**config.mk**
```make
export PLATFORM = sky130hd
export DESIGN_NAME = oflow_pe_ctrl
export DESIGN_NICKNAME = d
export VERILOG_FILES = /design/src/rtl/oflow_pe_ctrl_pkg.sv /design/src/rtl/oflow_pe_ctrl.sv
export SDC_FILE = /design/constraint.sdc
export NUM_CORES = 1
export LEC_CHECK = 0
export CORE_MARGIN = 1.5
export CORE_UTILIZATION = 45
export CTS_CLUSTER_DIAMETER = 50
export DETAILED_ROUTE_END_ITERATION = 10
export PLACE_DENSITY_LB_ADDON = 0.1
export RECOVER_POWER = 50
export SYNTH_ARGS = -nofsm -noshare
export SYNTH_HDL_FRONTEND = slang
export SYNTH_SLANG_ARGS = --single-unit
```
**constraint.sdc**
```tcl
create_clock -name clk -period 2.4 [get_ports clk]
set_input_delay 0.48 -clock clk [delete_from_list [all_inputs] [get_ports clk]]
set_output_delay 0.48 -clock clk [all_outputs]
set_load 0.02 [all_outputs]
```
**src/rtl/oflow_pe_ctrl_pkg.sv**
```systemverilog
// oflow_pe_ctrl_pkg
// Shared types and helpers for the per-PE object-pass sequencer.
//   pe_ctrl_state_t    sequencer state encoding
//   ROW_LEN_DEF        default width of the buffer row select
//   OBJ_CNT_W_DEF      default width of the previous-frame object count
//   rows_total_calc()  number of buffer rows holding n objects (two per row),
//                      saturated at the buffer depth 2^row_len
package oflow_pe_ctrl_pkg;

  localparam int ROW_LEN_DEF   = 6;
  localparam int OBJ_CNT_W_DEF = 7;

  typedef enum logic [2:0] {
    S_IDLE      = 3'd0,
    S_FE        = 3'd1,
    S_REG_START = 3'd2,
    S_COMPARE   = 3'd3,
    S_REG_WAIT  = 3'd4,
    S_DONE      = 3'd5
  } pe_ctrl_state_t;

  // ceil(n/2) written as floor + odd bit so it never needs a wider adder.
  function automatic int rows_total_calc(input int n, input int row_len);
    int half;
    half = (n >>> 1) + (n & 1);
    if (half > (1 << row_len)) half = 1 << row_len;
    return half;
  endfunction

endpackage

```
**src/rtl/oflow_pe_ctrl.sv**
```systemverilog
// oflow_pe_ctrl
// Per-PE sequencer: runs feature extraction, then (for frames with history)
// registration against the previous-frame objects, stepping the buffer row
// pointer once per similarity-metric completion, then reports done_pe.
//
// Ports:
//   clk                       clock, rising edge
//   reset_N                   synchronous active-high reset
//   start_pe                  one-cycle start from the core FSM (ignored while busy)
//   frame_num                 0 = first frame, 1 = later frame (sampled on start_pe)
//   num_prev_objs             previous-frame object count (sampled on start_pe)
//   done_fe                   feature extraction finished
//   done_similarity_metric_i  current row pair scored
//   done_registration         registration result final
//   start_fe                  one-cycle pulse to feature extraction
//   start_registration        one-cycle pulse to registration
//   row_sel_to_pe             buffer row feeding the PE
//   done_pe                   one-cycle completion pulse
//   busy                      high from accepted start_pe through the done_pe cycle
//   wdt_err                   watchdog expiry pulse (OFLOW_PE_CTRL_WATCHDOG_EN only)
//
// Build option: define OFLOW_PE_CTRL_WATCHDOG_EN to add a WDT_W-bit watchdog
// that forces DONE when any wait state stalls for 2^WDT_W cycles.
//
// state       | meaning
// ------------+-----------------------------------------------------------
// S_IDLE      | waiting for start_pe
// S_FE        | feature extraction running, waiting for done_fe
// S_REG_START | start_registration pulse cycle, row pointer at 0
// S_COMPARE   | stepping rows on each done_similarity_metric_i
// S_REG_WAIT  | all rows scored, waiting for done_registration
// S_DONE      | done_pe pulse cycle, back to idle next
module oflow_pe_ctrl
  import oflow_pe_ctrl_pkg::*;
#(
  parameter int ROW_LEN   = ROW_LEN_DEF,
  parameter int OBJ_CNT_W = OBJ_CNT_W_DEF
`ifdef OFLOW_PE_CTRL_WATCHDOG_EN
  ,
  parameter int WDT_W     = 10
`endif
) (
  input  logic                 clk,
  input  logic                 reset_N,
  input  logic                 start_pe,
  input  logic                 frame_num,
  input  logic [OBJ_CNT_W-1:0] num_prev_objs,
  input  logic                 done_fe,
  input  logic                 done_similarity_metric_i,
  input  logic                 done_registration,
  output logic                 start_fe,
  output logic                 start_registration,
  output logic [ROW_LEN-1:0]   row_sel_to_pe,
  output logic                 done_pe,
  output logic                 busy
`ifdef OFLOW_PE_CTRL_WATCHDOG_EN
  ,
  output logic                 wdt_err
`endif
);

  pe_ctrl_state_t     state;
  logic               frame_lat;
  logic               reg_done_lat;
  logic [ROW_LEN:0]   rows_total;
  logic [ROW_LEN:0]   rows_total_d;
  logic [ROW_LEN:0]   row_nxt;
  logic               cmp_last;
  logic               fe_exit;
  logic               cmp_exit;
  logic               rw_exit;
  logic               wdt_hit;

  assign rows_total_d = (ROW_LEN+1)'(rows_total_calc(int'(num_prev_objs), ROW_LEN));

  // One bit wider than the row select so the last-row compare sees rows_total
  // equal to the full buffer depth.
  assign row_nxt  = {1'b0, row_sel_to_pe} + {{ROW_LEN{1'b0}}, 1'b1};
  assign cmp_last = (row_nxt == rows_total);

  assign fe_exit  = (state == S_FE) && done_fe;
  assign cmp_exit = (state == S_COMPARE) && done_similarity_metric_i && cmp_last;
  assign rw_exit  = (state == S_REG_WAIT) && (done_registration || reg_done_lat);

`ifdef OFLOW_PE_CTRL_WATCHDOG_EN
  logic [WDT_W-1:0] wdt_cnt;
  logic             wdt_watch;

  assign wdt_watch = (state == S_FE) || (state == S_COMPARE) || (state == S_REG_WAIT);
  assign wdt_hit   = wdt_watch && (wdt_cnt == '1);

  // Restarts on every state change so each wait gets its own full budget.
  always_ff @(posedge clk) begin
    if (reset_N) begin
      wdt_cnt <= '0;
    end else if (!wdt_watch || fe_exit || cmp_exit || rw_exit || wdt_hit) begin
      wdt_cnt <= '0;
    end else begin
      wdt_cnt <= wdt_cnt + WDT_W'(1);
    end
  end
`else
  assign wdt_hit = 1'b0;
`endif

  always_ff @(posedge clk) begin
    if (reset_N) begin
      state              <= S_IDLE;
      start_fe           <= 1'b0;
      start_registration <= 1'b0;
      row_sel_to_pe      <= '0;
      done_pe            <= 1'b0;
      busy               <= 1'b0;
      frame_lat          <= 1'b0;
      rows_total         <= '0;
      reg_done_lat       <= 1'b0;
`ifdef OFLOW_PE_CTRL_WATCHDOG_EN
      wdt_err            <= 1'b0;
`endif
    end else begin
      start_fe           <= 1'b0;
      start_registration <= 1'b0;
      done_pe            <= 1'b0;
`ifdef OFLOW_PE_CTRL_WATCHDOG_EN
      wdt_err            <= 1'b0;
`endif
      case (state)
        S_IDLE: begin
          if (start_pe) begin
            frame_lat    <= frame_num;
            rows_total   <= rows_total_d;
            reg_done_lat <= 1'b0;
            start_fe     <= 1'b1;
            busy         <= 1'b1;
            state        <= S_FE;
          end
        end
        S_FE: begin
          if (fe_exit) begin
            if (!frame_lat || (rows_total == '0)) begin
              done_pe <= 1'b1;
              state   <= S_DONE;
            end else begin
              start_registration <= 1'b1;
              row_sel_to_pe      <= '0;
              state              <= S_REG_START;
            end
          end
        end
        S_REG_START: begin
          state <= S_COMPARE;
        end
        S_COMPARE: begin
          // Registration may finish before the last row is scored; remember it.
          if (done_registration) reg_done_lat <= 1'b1;
          if (done_similarity_metric_i) begin
            if (cmp_last) state <= S_REG_WAIT;
            else          row_sel_to_pe <= row_nxt[ROW_LEN-1:0];
          end
        end
        S_REG_WAIT: begin
          if (rw_exit) begin
            done_pe       <= 1'b1;
            row_sel_to_pe <= '0;
            reg_done_lat  <= 1'b0;
            state         <= S_DONE;
          end
        end
        S_DONE: begin
          busy  <= 1'b0;
          state <= S_IDLE;
        end
        default: begin
          busy  <= 1'b0;
          state <= S_IDLE;
        end
      endcase
`ifdef OFLOW_PE_CTRL_WATCHDOG_EN
      if (wdt_hit) begin
        wdt_err       <= 1'b1;
        done_pe       <= 1'b1;
        row_sel_to_pe <= '0;
        reg_done_lat  <= 1'b0;
        state         <= S_DONE;
      end
`endif
    end
  end

endmodule

```
== Word-level counts from Yosys, hierarchy flattened ==
Index checks and enable logic that the tools add are counted.
Storage, ports and cells
  register bits: 22
  input bits: 14
  output and inout port bits: 10
Cells by class
  add/sub/neg operators: 2
  order comparisons: 1
  equality and inequality tests: 13
  muxes and demuxes: 26
  bitwise operators: 4
  reductions and logical operators: 17
Operator list (count)
  two-way mux 6 bit: 5
  two-way mux 3 bit: 6
  one-hot mux 6 bit (3 select lines): 1
  != test 2 bit, second input constant: 8
  one-hot mux 3 bit (5 select lines): 1
  two-way mux 1 bit: 9
  adder 6 x 1 -> 7 bit: 1
  adder 6 x 1 -> 7 bit, second input constant: 1
  == test 7 bit: 1
  greater-than comparator 7 bit, second input constant: 1
  zero test 7 bit: 1
  two-way mux 7 bit: 1
  == test 3 x 2 -> 1 bit, second input constant: 2
  AND reduction 6 bit: 1
  nonzero test 3 bit: 2
  AND reduction 5 bit: 1
  inverter 1 bit: 4
  one-hot mux 1 bit (2 select lines): 2
  AND reduction 2 bit: 2
  AND reduction 4 bit: 1
  OR reduction 4 bit: 1
  == test 3 x 1 -> 1 bit, second input constant: 1
  == test 3 bit, second input constant: 1
  zero test 3 bit: 1
  other kinds (6): 8

== Depth between registers and ports, before layout ==
  depth after elaboration: 5
  depth in mapped cells: 8
  gate-level depth less buffers: 7

== Worst setup path after synthesis ==
OpenSTA, ideal clock, no wires.
  path type: flip-flop to flip-flop
  from: reg row_sel_to_pe[0]
  to: reg row_sel_to_pe[3]
  setup time: 0.085 ns
  data arrival time: 1.978 ns
  setup slack: 0.337 ns
  cell stages (with the launch flop): 8
  path buffers: 0
  clock period less this slack: 2.063 ns
  cells stage by stage: dfxtp_1 > ha_1 > and3_1 > nand3_1 > xnor2_2 > nor3_2 > or3_4 > o31ai_2
On the way
  longest elaborated chain between the ends: 4
  elaborated cells between the ends (all ways): 7
  classes of those cells: add/sub (1); eq/ne (2); mux (3); reduce/logical (1)
Ends and longest elaborated chain
  start: declaration: line oflow_pe_ctrl.sv:53  | output logic [ROW_LEN-1:0] row_sel_to_pe,
  start signal: assignment: line oflow_pe_ctrl.sv:158  | else row_sel_to_pe <= row_nxt[ROW_LEN-1:0];
  adder 6 x 1 -> 7 bit (*): line oflow_pe_ctrl.sv:78  | assign row_nxt = {1'b0, row_sel_to_pe} + {{ROW_LEN{1'b0}}, 1'b1};
  == test 7 bit or two-way mux 6 bit (tied branches): line oflow_pe_ctrl.sv:79, oflow_pe_ctrl.sv:157
  != test 2 bit (no source line) or two-way mux 6 bit (tied branches)
  AND reduction 6 bit (no source line) or one-hot mux 6 bit (3 select lines) (tied branches)
Every way passes the cells marked *; elsewhere a longest branch is shown, timed or not. The select of a mux whose other input is x is not followed.
A chain may end at the register's enable or synchronous reset.

== Worst setup path after layout ==
  from: reg row_sel_to_pe[1]
  to: reg row_sel_to_pe[5]
Same word-level chain as after synthesis.

==> summary.txt <==
Clock network
  • Root buffer selected by CTS: clkbuf_4
  • CTS sink count: 22
  • Buffers inserted by post-CTS timing repair: 0
  • Cts hold-fix bufs: 0
  • Longest Clk Path Bufs: 2
  • H-tree depth reported by CTS: 1
  • Insertion delay to the later sink of the worst-skew pair: 300 ps
  • CTS-repair resized insts: 0
  • Clock transition time at the flip-flop clock pins of the worst setup and hold paths: 110 ps
  • Clock buffer count from CTS: 3
  • TritonCTS clock tree: built

STA
  • Worst slew pin tran: 485 ps
  • Minimum clock period: 2050 ps
  • RSZ-0062 raised after global routing: false
  • Highest achievable clock rate: 487 MHz
  • Fraction of the cycle the final worst path needs: 85.5%
  • Count of endpoints failing setup in the final report: 0
  • Max_slew headroom: 67.5%
  • Setup TNS: 0 ps
  • Worst clock skew on the final layout: 1.60 ps
  • Number of hold-slack violations in the final timing report: 0
  • Count of final max-slew check failures: 0
  • Hold Slack: 484 ps

Yosys
  • Synth area leader: dfxtp_1
  • Count of flip-flops with a built-in enable after synthesis: 0
  • Primary flip-flop cell chosen by synthesis mapping: dfxtp_1
  • Yosys warnings: 0
  • Most frequent cell after synthesis: dfxtp_1
  • Instance count of the mapped netlist: 153
  • Count of distinct cell types in the synthesized netlist: 44
  • Ranking of synthesized cells by instance count: dfxtp_1 (22), nor2_1 (18), nand2_1 (10)
  • Post-Syn Area: 1290 µm²
  • Average footprint of a synthesized cell: 8.43 µm²
  • FF+latch count, synth: 22
  • Async set or reset register ratio after synthesis: 0%
  • Synth area leaders: dfxtp_1 (34%), nor2_1 (5.2%), xnor2_1 (4.8%)
  • Seq/Total Area, Yosys: 34.1%
  • Fraction of post-synthesis cell area in the top cell type by area: 34.1%
  • Synthesized net count: 170

Die
  • Die area: 3200 µm²
  • Cell row count: 19
  • CORE AREA: 2730 µm²
  • Die X-Extent: 56.5 µm
  • I/O pin total: 24
  • Floorplan die height: 56.5 µm
  • Effective utilization at floorplan: 47.2%

Layout
  • Antenna diode instance count: 0
  • Relative area change from synthesis to final layout: 22.1%
  • Post-route core utilization: 57.6%
  • Final std cell area, no fill: 1580 µm²
  • Total Nets Final: 194
  • Share of post-route cells with drive strength above 1: 10.3%

Power and ir drop
  • Power share of the sequential group: 55.8%
  • Net switching power: 0.000209 W
  • Part of the total power dissipated in combinational logic: 21.9%
  • Int Pwr: 0.000520 W
  • Worst supply voltage drop on vdd: 0.348 mV
  • Leakage dissipation: 0.614 nW
  • Cell area power density: 463 nW/µm²
  • Total power after layout: 0.000729 W
  • Switching share of total power: 28.7%
  • Clock power frac: 22.3%

Setup path
  • Count of buffer and inverter cells on the critical path: 0
  • Critical path peak fanout: 7
  • Launching point of the worst reg2reg path: row_sel_to_pe[1]$_SDFFE_PP0P_
  • Cell-by-cell listing of the critical path: ha_1 > and3_1 > nand3_1 > xnor2_2 > nor3_2 > or3_4 > o31ai_2
  • Kind of cell with the highest combined delay on the critical path: simple AND/OR/NAND/NOR gates
  • Required time at the worst-slack endpoint: 2620 ps
  • Critical Setup Path Class: reg -> reg
  • Crit path DAT: 2280 ps
  • Crit. Startpoint: row_sel_to_pe[1]$_SDFFE_PP0P_
  • CP startpoint kind: flip-flop
  • Critical Path Max Stage Delay: 400 ps
  • Slowest-stage cell, CP: dfxtp_1
  • Element type at the critical path end: flip-flop

Worst hold path
  • Min-Delay Path Class: reg -> reg
  • Hold Startpoint: frame_lat$_SDFFE_PP0P_

Detailed routing
  • Final Routed Wirelength: 2590 µm
  • Wire length per cell: 12.6 µm
  • Remaining DRCs: 0
  • Number of search-and-repair iterations in the first detailed-routing pass: 4
  • Detailed-route via count: 1,173
  • DR iter-0 viols: 35
  • Via/cell ratio: 5.69
  • Antenna violation net count after detailed routing: 0

Global routing
  • Wire length of the first global-routing pass: 4280 µm
  • Total grt overflow: 0
  • Number of global-route vias before repair: 1,015
  • GR Util All Layers: 17.2%
  • Pin count of the biggest net entering global routing: 15
  • Number of antenna violations at the first check in global routing: 0

Placement
  • Weighted congestion reported at the end of routability-driven placement: 0.786
  • DP Wirelength: 2020 µm
  • Area of placed instances: 1550 µm²
  • Number of input and output port buffers inserted: 23

Job
  • Max_cap viols: 0

Run status
  • Run status: finished clean
==> logic make-up after synthesis <==
logic type               Yosys count  synth area share (%)
adder cells (fa/ha/maj)            3                  2.91
buffers and inverters             12                  3.69
XOR/XNOR                          11                  8.05
flip-flops                        22                  34.1
AO/OA/AOI/OAI                     45                  26.9
AND/OR/NAND/NOR                   60                  24.3
==> power groups by stage <==
stage | logic, W | clock network, W | registers (W)
after detailed placement | 0.000162 | 0 | 0.000415
after global routing | 0.000175 | 0.000192 | 0.000410
final | 0.000160 | 0.000163 | 0.000406
after global placement | 0.000159 | 0 | 0.000414
after CTS | 0.000163 | 0.000172 | 0.000406
after floorplan | 0.000108 | 0 | 0.000412
==> worst register-to-register path, stage by stage, from the launching register on <==
cell	delay, ps
dfxtp_1	400
ha_1	300
and3_1	210
nand3_1	130
xnor2_2	250
nor3_2	100
or3_4	400
o31ai_2	190
==> final timing paths <==
check                           slack [ps]                             to  cells past startpoint
worst max-delay path                   350  row_sel_to_pe[5]$_SDFFE_PP0P_                      7
worst min register to register         480         frame_lat$_SDFFE_PP0P_                      2
worst max register to register         350  row_sel_to_pe[5]$_SDFFE_PP0P_                      7
worst min-delay path                   480         frame_lat$_SDFFE_PP0P_                      2
==> stage by stage <==
stage | setup slack, ps | std cells
after global routing | 153 | 206
final | 347 | 206
after CTS | 333 | 206
after global placement | 315 | 203
after detailed placement | 248 | 203
after floorplan | 337 | 153
==> metal layers <==
| layer | share of wire, % | vias to the layer above | GRT usage, % |
|---|---|---|---|
| met3 | 3.7 | 4 | 3.23 |
| met2 | 47 | 29 | 27.2 |
| met5 | 0 | - | 0 |
| li1 | - | 602 | - |
| met1 | 48 | 538 | 21.9 |
| met4 | 1.3 | 0 | 9.18 |
==> area by class of cell <==
| type | instances | area (µm²) |
|---|---|---|
| clock buffer | 3 | 22.5 |
| fill | 263 | 1160 |
| inverter | 5 | 18.8 |
| multi-input combinational | 119 | 802 |
| sequential | 22 | 440 |
| tap | 31 | 38.8 |
| timing repair buffer | 26 | 253 |
==> cell usage in the layout (no fill, tap or decap), types with 2 or more instances in the layout <==
cell,n
dfxtp_1,22
nor2_1,18
clkdlybuf4s50_1,16
nand2_1,10
a21oi_1,9
o21ai_1,8
xnor2_1,7
and3_1,7
dlygate4sd3_1,7
inv_1,5
nand3_1,5
o21ai_0,5
nor3_1,5
a22oi_1,4
xor2_1,3
nor2b_1,3
a211oi_1,3
o31ai_2,3
ha_1,3
clkbuf_4,3
buf_4,3
nand2b_1,2
o32a_1,2
==> state kept, by name (all words and copies together) (netlist names) <==
register and count:
busy 1, done_pe 1, frame_lat 1, reg_done_lat 1, row_sel_to_pe 6, rows_total 7, start_fe 1, start_registration 1
state 3
Power figures use the tool's default switching activity.
